===== src/rtl/pc_branch_unit.sv =====
//------------------------------------------------------------------------------
// pc_branch_unit
//   Fetch-PC register with zero-latency branch resolution (B / BR), a one-slot
//   redirect bubble and a sticky HALT. Optional TAKEN_CNT_EN adds taken_count.
// Revision: 1.0 - initial release
//------------------------------------------------------------------------------
`default_nettype none

module pc_branch_unit #(
  parameter int unsigned           PC_WIDTH  = 16,
  parameter int unsigned           IMM_WIDTH = 9,
  parameter logic [PC_WIDTH-1:0]   RESET_PC  = '0
) (
  input  logic                 clk,
  input  logic                 rst,
  input  logic                 stall,
  input  logic                 halt,
  input  logic                 branch_valid,
  input  logic                 branch_reg,
  input  logic [2:0]           cond,
  input  logic [IMM_WIDTH-1:0] imm,
  input  logic [PC_WIDTH-1:0]  rs_data,
  input  logic [2:0]           flags,
  input  logic [PC_WIDTH-1:0]  decode_pc,
  output logic [PC_WIDTH-1:0]  pc_fetch,
  output logic [PC_WIDTH-1:0]  pcs,
  output logic                 flush,
  output logic                 taken,
  output logic                 halted
`ifdef TAKEN_CNT_EN
  ,
  output logic [15:0]          taken_count
`endif
);

  typedef enum logic [1:0] {
    ST_RUN      = 2'd0,
    ST_REDIRECT = 2'd1,
    ST_HALT     = 2'd2
  } state_t;

  localparam logic [PC_WIDTH-1:0] C_TWO = PC_WIDTH'(2);

  state_t              state_q, state_d;
  logic [PC_WIDTH-1:0] pc_q, pc_d;

  logic                w_n, w_z, w_v;
  logic                w_cond_true;
  logic [PC_WIDTH-1:0] w_imm_sx;
  logic [PC_WIDTH-1:0] w_target;
  logic                w_taken;
  logic                w_flush;

  assign w_n = flags[2];
  assign w_z = flags[1];
  assign w_v = flags[0];

  always_comb begin
    w_cond_true = 1'b0;
    unique case (cond)
      3'b000:  w_cond_true = ~w_z;
      3'b001:  w_cond_true = w_z;
      3'b010:  w_cond_true = ~w_z & ~w_n;
      3'b011:  w_cond_true = w_n;
      3'b100:  w_cond_true = w_z | ~w_n;
      3'b101:  w_cond_true = w_n | w_z;
      3'b110:  w_cond_true = w_v;
      default: w_cond_true = 1'b1;
    endcase
  end

  // Halfword offset: sign-extend to PC width, then scale to bytes.
  assign w_imm_sx = {{(PC_WIDTH-IMM_WIDTH){imm[IMM_WIDTH-1]}}, imm};
  assign pcs      = decode_pc + C_TWO;
  assign w_target = branch_reg ? rs_data : (pcs + {w_imm_sx[PC_WIDTH-2:0], 1'b0});

  always_comb begin
    state_d = state_q;
    pc_d    = pc_q;
    w_taken = 1'b0;
    w_flush = 1'b0;
    unique case (state_q)
      ST_RUN: begin
        if (!stall) begin
          if (halt) begin
            state_d = ST_HALT;
          end else if (branch_valid && w_cond_true) begin
            w_taken = 1'b1;
            w_flush = 1'b1;
            pc_d    = w_target;
            state_d = ST_REDIRECT;
          end else begin
            pc_d = pc_q + C_TWO;
          end
        end
      end
      ST_REDIRECT: begin
        if (!stall) begin
          pc_d    = pc_q + C_TWO;
          state_d = ST_RUN;
        end
      end
      ST_HALT: begin
        state_d = ST_HALT;
      end
      default: begin
        state_d = ST_RUN;
      end
    endcase
  end

  always_ff @(posedge clk) begin
    if (rst) begin
      pc_q    <= RESET_PC;
      state_q <= ST_RUN;
    end else begin
      pc_q    <= pc_d;
      state_q <= state_d;
    end
  end

  assign pc_fetch = pc_q;
  assign taken    = w_taken & ~rst;
  assign flush    = w_flush & ~rst;
  assign halted   = (state_q == ST_HALT) & ~rst;

`ifdef TAKEN_CNT_EN
  logic [15:0] taken_count_q;

  always_ff @(posedge clk) begin
    if (rst) begin
      taken_count_q <= '0;
    end else if (w_taken && (taken_count_q != 16'hFFFF)) begin
      taken_count_q <= taken_count_q + 16'd1;
    end
  end

  assign taken_count = taken_count_q;
`endif

endmodule

`default_nettype wire


===== config.mk =====
export PLATFORM = sky130hd
export DESIGN_NAME = pc_branch_unit
export DESIGN_NICKNAME = d
export VERILOG_FILES = /design/src/rtl/pc_branch_unit.sv
export SDC_FILE = /design/constraint.sdc
export NUM_CORES = 1
export LEC_CHECK = 0
export ABC_AREA = 0
export BUFFER_PORTS_ARGS = -buffer_cell sky130_fd_sc_hd__buf_4
export CORE_ASPECT_RATIO = 1.75
export CORE_MARGIN = 2
export CORE_UTILIZATION = 54
export DETAILED_ROUTE_END_ITERATION = 8
export MAX_ROUTING_LAYER = met4
export PLACE_DENSITY = 0.95
export RECOVER_POWER = 25
export REMOVE_ABC_BUFFERS = 1
export SETUP_SLACK_MARGIN = 0.4
export SYNTH_ARGS = -nofsm -noshare
export SYNTH_HDL_FRONTEND = slang
export SYNTH_SLANG_ARGS = --single-unit

===== constraint.sdc =====
create_clock -name clk -period 5.5 [get_ports clk]
set_input_delay 0.275 -clock clk [delete_from_list [all_inputs] [get_ports clk]]
set_output_delay 0.275 -clock clk [all_outputs]
set_load 0.02 [all_outputs]

---- Word level (Yosys, flattened, before mapping) ----
Cells that the tools add are included.
word-level totals
  input port bits ......................... 53
  register bits ........................... 18
  output and inout port bits .............. 35
operators by class
  $add $sub $neg .......................... 3
  reduce and logical (&&, ||, !) cells .... 6
  equal/unequal tests ..................... 12
  bitwise gates (word level) .............. 8
  multiplexer cells ....................... 16
operator list
  cell                                            count
  two-way mux 16 bit                              5
  adder 16 x 2 -> 16 bit (second input constant)  2
  case mux 16 bit (2 select lines)                1
  adder 16 bit                                    1
  == test 3 bit (second input constant)           3
  two-way mux 2 bit                               4
  case mux 1 bit (7 select lines)                 1
  == test 3 x 2 -> 1 bit (second input constant)  2
  != test 2 bit (second input constant)           3
  case mux 2 bit (3 select lines)                 1
  two-way mux 1 bit                               4
  AND reduction 4 bit                             1
  AND 1 bit                                       3
  == test 3 x 1 -> 1 bit (second input constant)  1
  logical NOT 3 bit                               1
  != test 3 bit (second input constant)           1
  inverter 1 bit                                  3
  AND reduction 3 bit                             1
  == test 2 x 1 -> 1 bit (second input constant)  1
  == test 2 bit (second input constant)           1
  logical NOT 2 bit                               1
  bitwise OR 1 bit                                2
  nonzero test 2 bit                              1
  logical AND 1 bit                               1

---- Depth between registers and ports, before layout ----
  depth in word-level cells ............... 9
  depth in mapped cells ................... 12
  depth with buffers taken out ............ 11

---- Least setup slack after synthesis ----
OpenSTA, ideal clock, no wires.
  path kind ............................... input-to-reg
  start ................................... input port decode_pc[5]
  end ..................................... register pc_q[15] (netlist: pc_fetch[15])
  library setup time ...................... 124 ps
  path slack .............................. 2698 ps
  buffers on the path ..................... 1
  arrival ................................. 2677 ps
  cell stages on the path ................. 11
  required time ........................... 5376 ps
  cells stage by stage .................... and4_1 nand4_1 nand2b_1 xnor2_1 ha_1 clkbuf_1 a21o_1 a2111o_1 o22ai_1 xnor2_1 o22ai_1
on the way
  cells in the longest elaborated chain, start to end .. 7
RTL lines
  what                              line  RTL
  start, declared                   24    input logic [PC_WIDTH-1:0] decode_pc,
  adder 16 x 2 -> 16 bit            74    assign pcs = decode_pc + C_TWO;
  net pcs[12]                       26    output logic [PC_WIDTH-1:0] pcs,
  adder 16 bit                      75    assign w_target = branch_reg ? rs_data : (pcs + {w_imm_sx[PC_WIDTH-2:0], 1'b0});
  two-way mux 16 bit                75
  two-way mux 16 bit                87    end else if (branch_valid && w_cond_true) begin
  two-way mux 16 bit                85    if (halt) begin
  two-way mux 16 bit                84    if (!stall) begin
  case mux 16 bit (2 select lines)  82    unique case (state_q)
  end signal, assigned              117   pc_q <= pc_d;
  end, declared                     45    logic [PC_WIDTH-1:0] pc_q, pc_d;
The timed path passes the listed nets, and every way through them passes these cells. The select of a mux whose other input is x is not followed.
A chain may end at the register's enable or synchronous reset.

---- Final worst setup path ----
  start ................................... input port decode_pc[5]
  end ..................................... register pc_q[15] (netlist: pc_fetch[15])
on the way
  cells in the longest elaborated chain, start to end .. 7
RTL lines
  what                              line
  adder 16 x 2 -> 16 bit            74
  adder 16 bit                      75
  two-way mux 16 bit                75
  two-way mux 16 bit                87
  two-way mux 16 bit                85
  two-way mux 16 bit                84
  case mux 16 bit (2 select lines)  82
Every way passes these cells. The select of a mux whose other input is x is not followed.

==> impl_results.md <==
* Rows at 31
* Synth top area share at 0.153
* Input/output buffers at 87
* Final period utilization at 0.471
* Via-to-Cell Ratio at 6.37
* Count leader, synth: nand2_1
* Post-synth EDFFs at 0
* Worst setup EP type: register
* P&R area growth vs syn at 27.7%
* Die X at 53.9 um
* Layout Nets at 469
* VDD IR max at 0.116 mV
* CTS H-tree lvls at 1
* Synth top area cells: dfxtp_1, ha_1, a21oi_1
* Initial core utilization at 0.567
* Largest net degree at the start of global routing at 27
* First-pass GRT wire length at 11,300 um
* Multi-input logic area at 0.00187 sq mm
* RSZ-0062 raised after global routing: no
* Routed Antenna Nets at 0
* CP startpoint kind: primary input
* Ys flop type: dfxtp_1
* Layout Utilization at 0.724
* Clock Path Buffers at 2
* DRC at 0
* Sw Ratio at 0.386
* Maxcap violations at 0
* Clock power frac at 0.225
* Die Area at 0.00492 sq mm
* Initial detailed-routing violation count at 109
* CTS tree: done
* Yosys cell types at 61
* Vias in the first global route at 2,724
* Clk_lat worst skew at 0.26 ns
* Wire length per cell at 16.0 um
* Power Dens Cells at 167 mW/mm^2
* Initial antenna violation count at 0
* Cts hold-fix bufs at 0
* Skew final at 0.00312 ns
* Syn Area/Cell at 7.37 sq um
* I/O pin cnt at 88
* Register area share after synthesis at 0.153
* WL final at 7090 um
* CTS Buf Count at 3
* Fin. max-slew vios at 0
* Hold/Removal Path Class: primary input to register
* Lkg Pwr at 1.27 nW
* Post-CTS setup buffers at 0
* Worst Path Max Fanout at 4
* Synth Cell Area at 0.00235 sq mm
* Fill count at 335
* Antenna Cells at 0
* Most frequent cells after synthesis: nand2_1, a21oi_1, ha_1, dfxtp_1, nand3_1
* Asr flop ratio synth at 0
* Storage element area at 360 sq um
* Status: completed
* Synth warn at 0
* Vias after detailed routing at 2,830
* Placer congestion estimate at 0.888
* CP Class: primary input to register
* Clock transition at path regs at 0.07 ns
* DP HPWL at 5690 um
* Seq pwr share at 0.293
* WL met2 at 3910 um
* Combinational Power Share at 0.483
* Uppermost layer routed: met4
* Worst path required time at 5.65 ns
* DR WL met3 at 373 um
* Share of layout cells above drive strength 1 at 0.225
* Metal-1 WL at 2580 um
* Fmax achieved at 0.386 GHz
* Internal power at 0.308 mW
* Total track usage at 0.300
* Die height at 91.3 um
* Final Hold Fails at 0
* Post-Syn Instances at 319
* Total clock sinks at 18
* Yosys top cell by area: dfxtp_1
* Post_cts resized at 0
* Synthesized flop and latch total at 18
* Worst-Margin Slew at 0.946 ns
* WP data arrival at 2.74 ns
* Setup TNS at 0 ns
* Global route overflow at 0
* Final min period at 2.59 ns
* Final setup vio count at 0
* CTS root buf: clkbuf_8
* Core area at 0.00415 sq mm
* Rel. slew slack at 0.366
* Psw at 0.194 mW
* Number of iterations in the first detailed-routing pass at 5
[sequential cells by signal, summed over array words and instances (netlist names)]
register / count
pc_fetch: 16
state_q: 2
[per-stage QoR]
step	power, mW	hold slack, ns	cells	cell area [sq um]	worst slack [ns]
finish	0.501	0.295	444	3000	2.91
global route	0.527	0.305	444	3000	2.65
CTS	0.500	0.294	444	3050	2.93
detailed placement	0.390	0.492	440	2990	2.67
global placement	0.383	0.465	440	2990	2.74
floorplan	0.294	0.344	303	2270	2.78
[routing by layer]
| metal | up-vias | track usage |
|---|---|---|
| met5 | - | - |
| met4 | 0 | 0.120 |
| met3 | 25 | 0.0230 |
| met2 | 137 | 0.551 |
| met1 | 1309 | 0.306 |
| li1 | 1359 | - |
[worst max-delay path, cell delays in order]
cell and delay [ns]:
buf_4 0.09, and4_1 0.24, nand4_1 0.21, nor2_1 0.18, xor2_1 0.28, ha_1 0.32, a21oi_1 0.15, o21ai_1 0.14
a2111o_1 0.42, o22ai_1 0.17, xnor2_1 0.16, o22ai_1 0.08
[logic make-up (layout without fill, tap and decap cells)]
family                   count (synthesis)  after routing  share of synthesized area
AO/OA/AOI/OAI                          113            113                      0.315
XOR/XNOR                                18             18                     0.0670
adder cells (fa/ha/maj)                 20             20                      0.110
buffers and inverters                   26            102                     0.0505
flip-flops                              18             18                      0.153
multiplexers                             8              8                     0.0351
AND/OR/NAND/NOR                        116            116                      0.270
[final timing paths]
check	depth (start not counted)	endpoint	slack, ns	from
max	12	pc_fetch[15]$_SDFFE_PP0P_	2.91	decode_pc[5]
min	3	pc_fetch[11]$_SDFFE_PP0P_	0.30	rs_data[11]
max reg2reg	5	pc_fetch[5]$_SDFFE_PP0P_	3.50	state_q[1]$_SDFFE_PP0P_
min reg2reg	2	pc_fetch[0]$_SDFFE_PP0P_	0.50	pc_fetch[0]$_SDFFE_PP0P_
[area by class of cell]
class	instances	share of cell area
Sequential cell	18	0.120
Tap cell	49	0.0204
Timing Repair Buffer	88	0.205
Multi-Input combinational cell	275	0.624
Inverter	10	0.0125
Clock buffer	4	0.0183
[layout by cell type, fill, tap and decap left out, types with 3 or more instances in the layout]
cell type and instances:
a211oi_1 8, a31oi_1 11, nand4_1 3, and3_1 8, dfxtp_1 18, and4_1 6, clkbuf_8 4, a41oi_1 3
xnor2_1 15, mux2i_1 6, nor4_1 4, nor3_1 7, nor3b_1 4, or3_1 4, buf_4 76, nand2_1 31
a21oi_1 29, nand3_1 16, nor2b_1 3, o22ai_1 3, clkbuf_1 12, nor2_1 12, nand2b_1 5, ha_1 19
o211ai_1 4, o21a_1 6, a21o_1 4, o21ai_1 11, o21bai_1 3, xor2_1 3, o21ai_0 13, inv_1 8
[power by group through the flow]
stage	registers [mW]	clock network (mW)	logic [mW]
finish	0.147	0.113	0.242
global route	0.148	0.117	0.263
CTS	0.146	0.112	0.242
detailed placement	0.149	0	0.241
global placement	0.149	0	0.234
floorplan	0.155	0	0.139
Note: power is estimated with default switching activity, not from simulation.
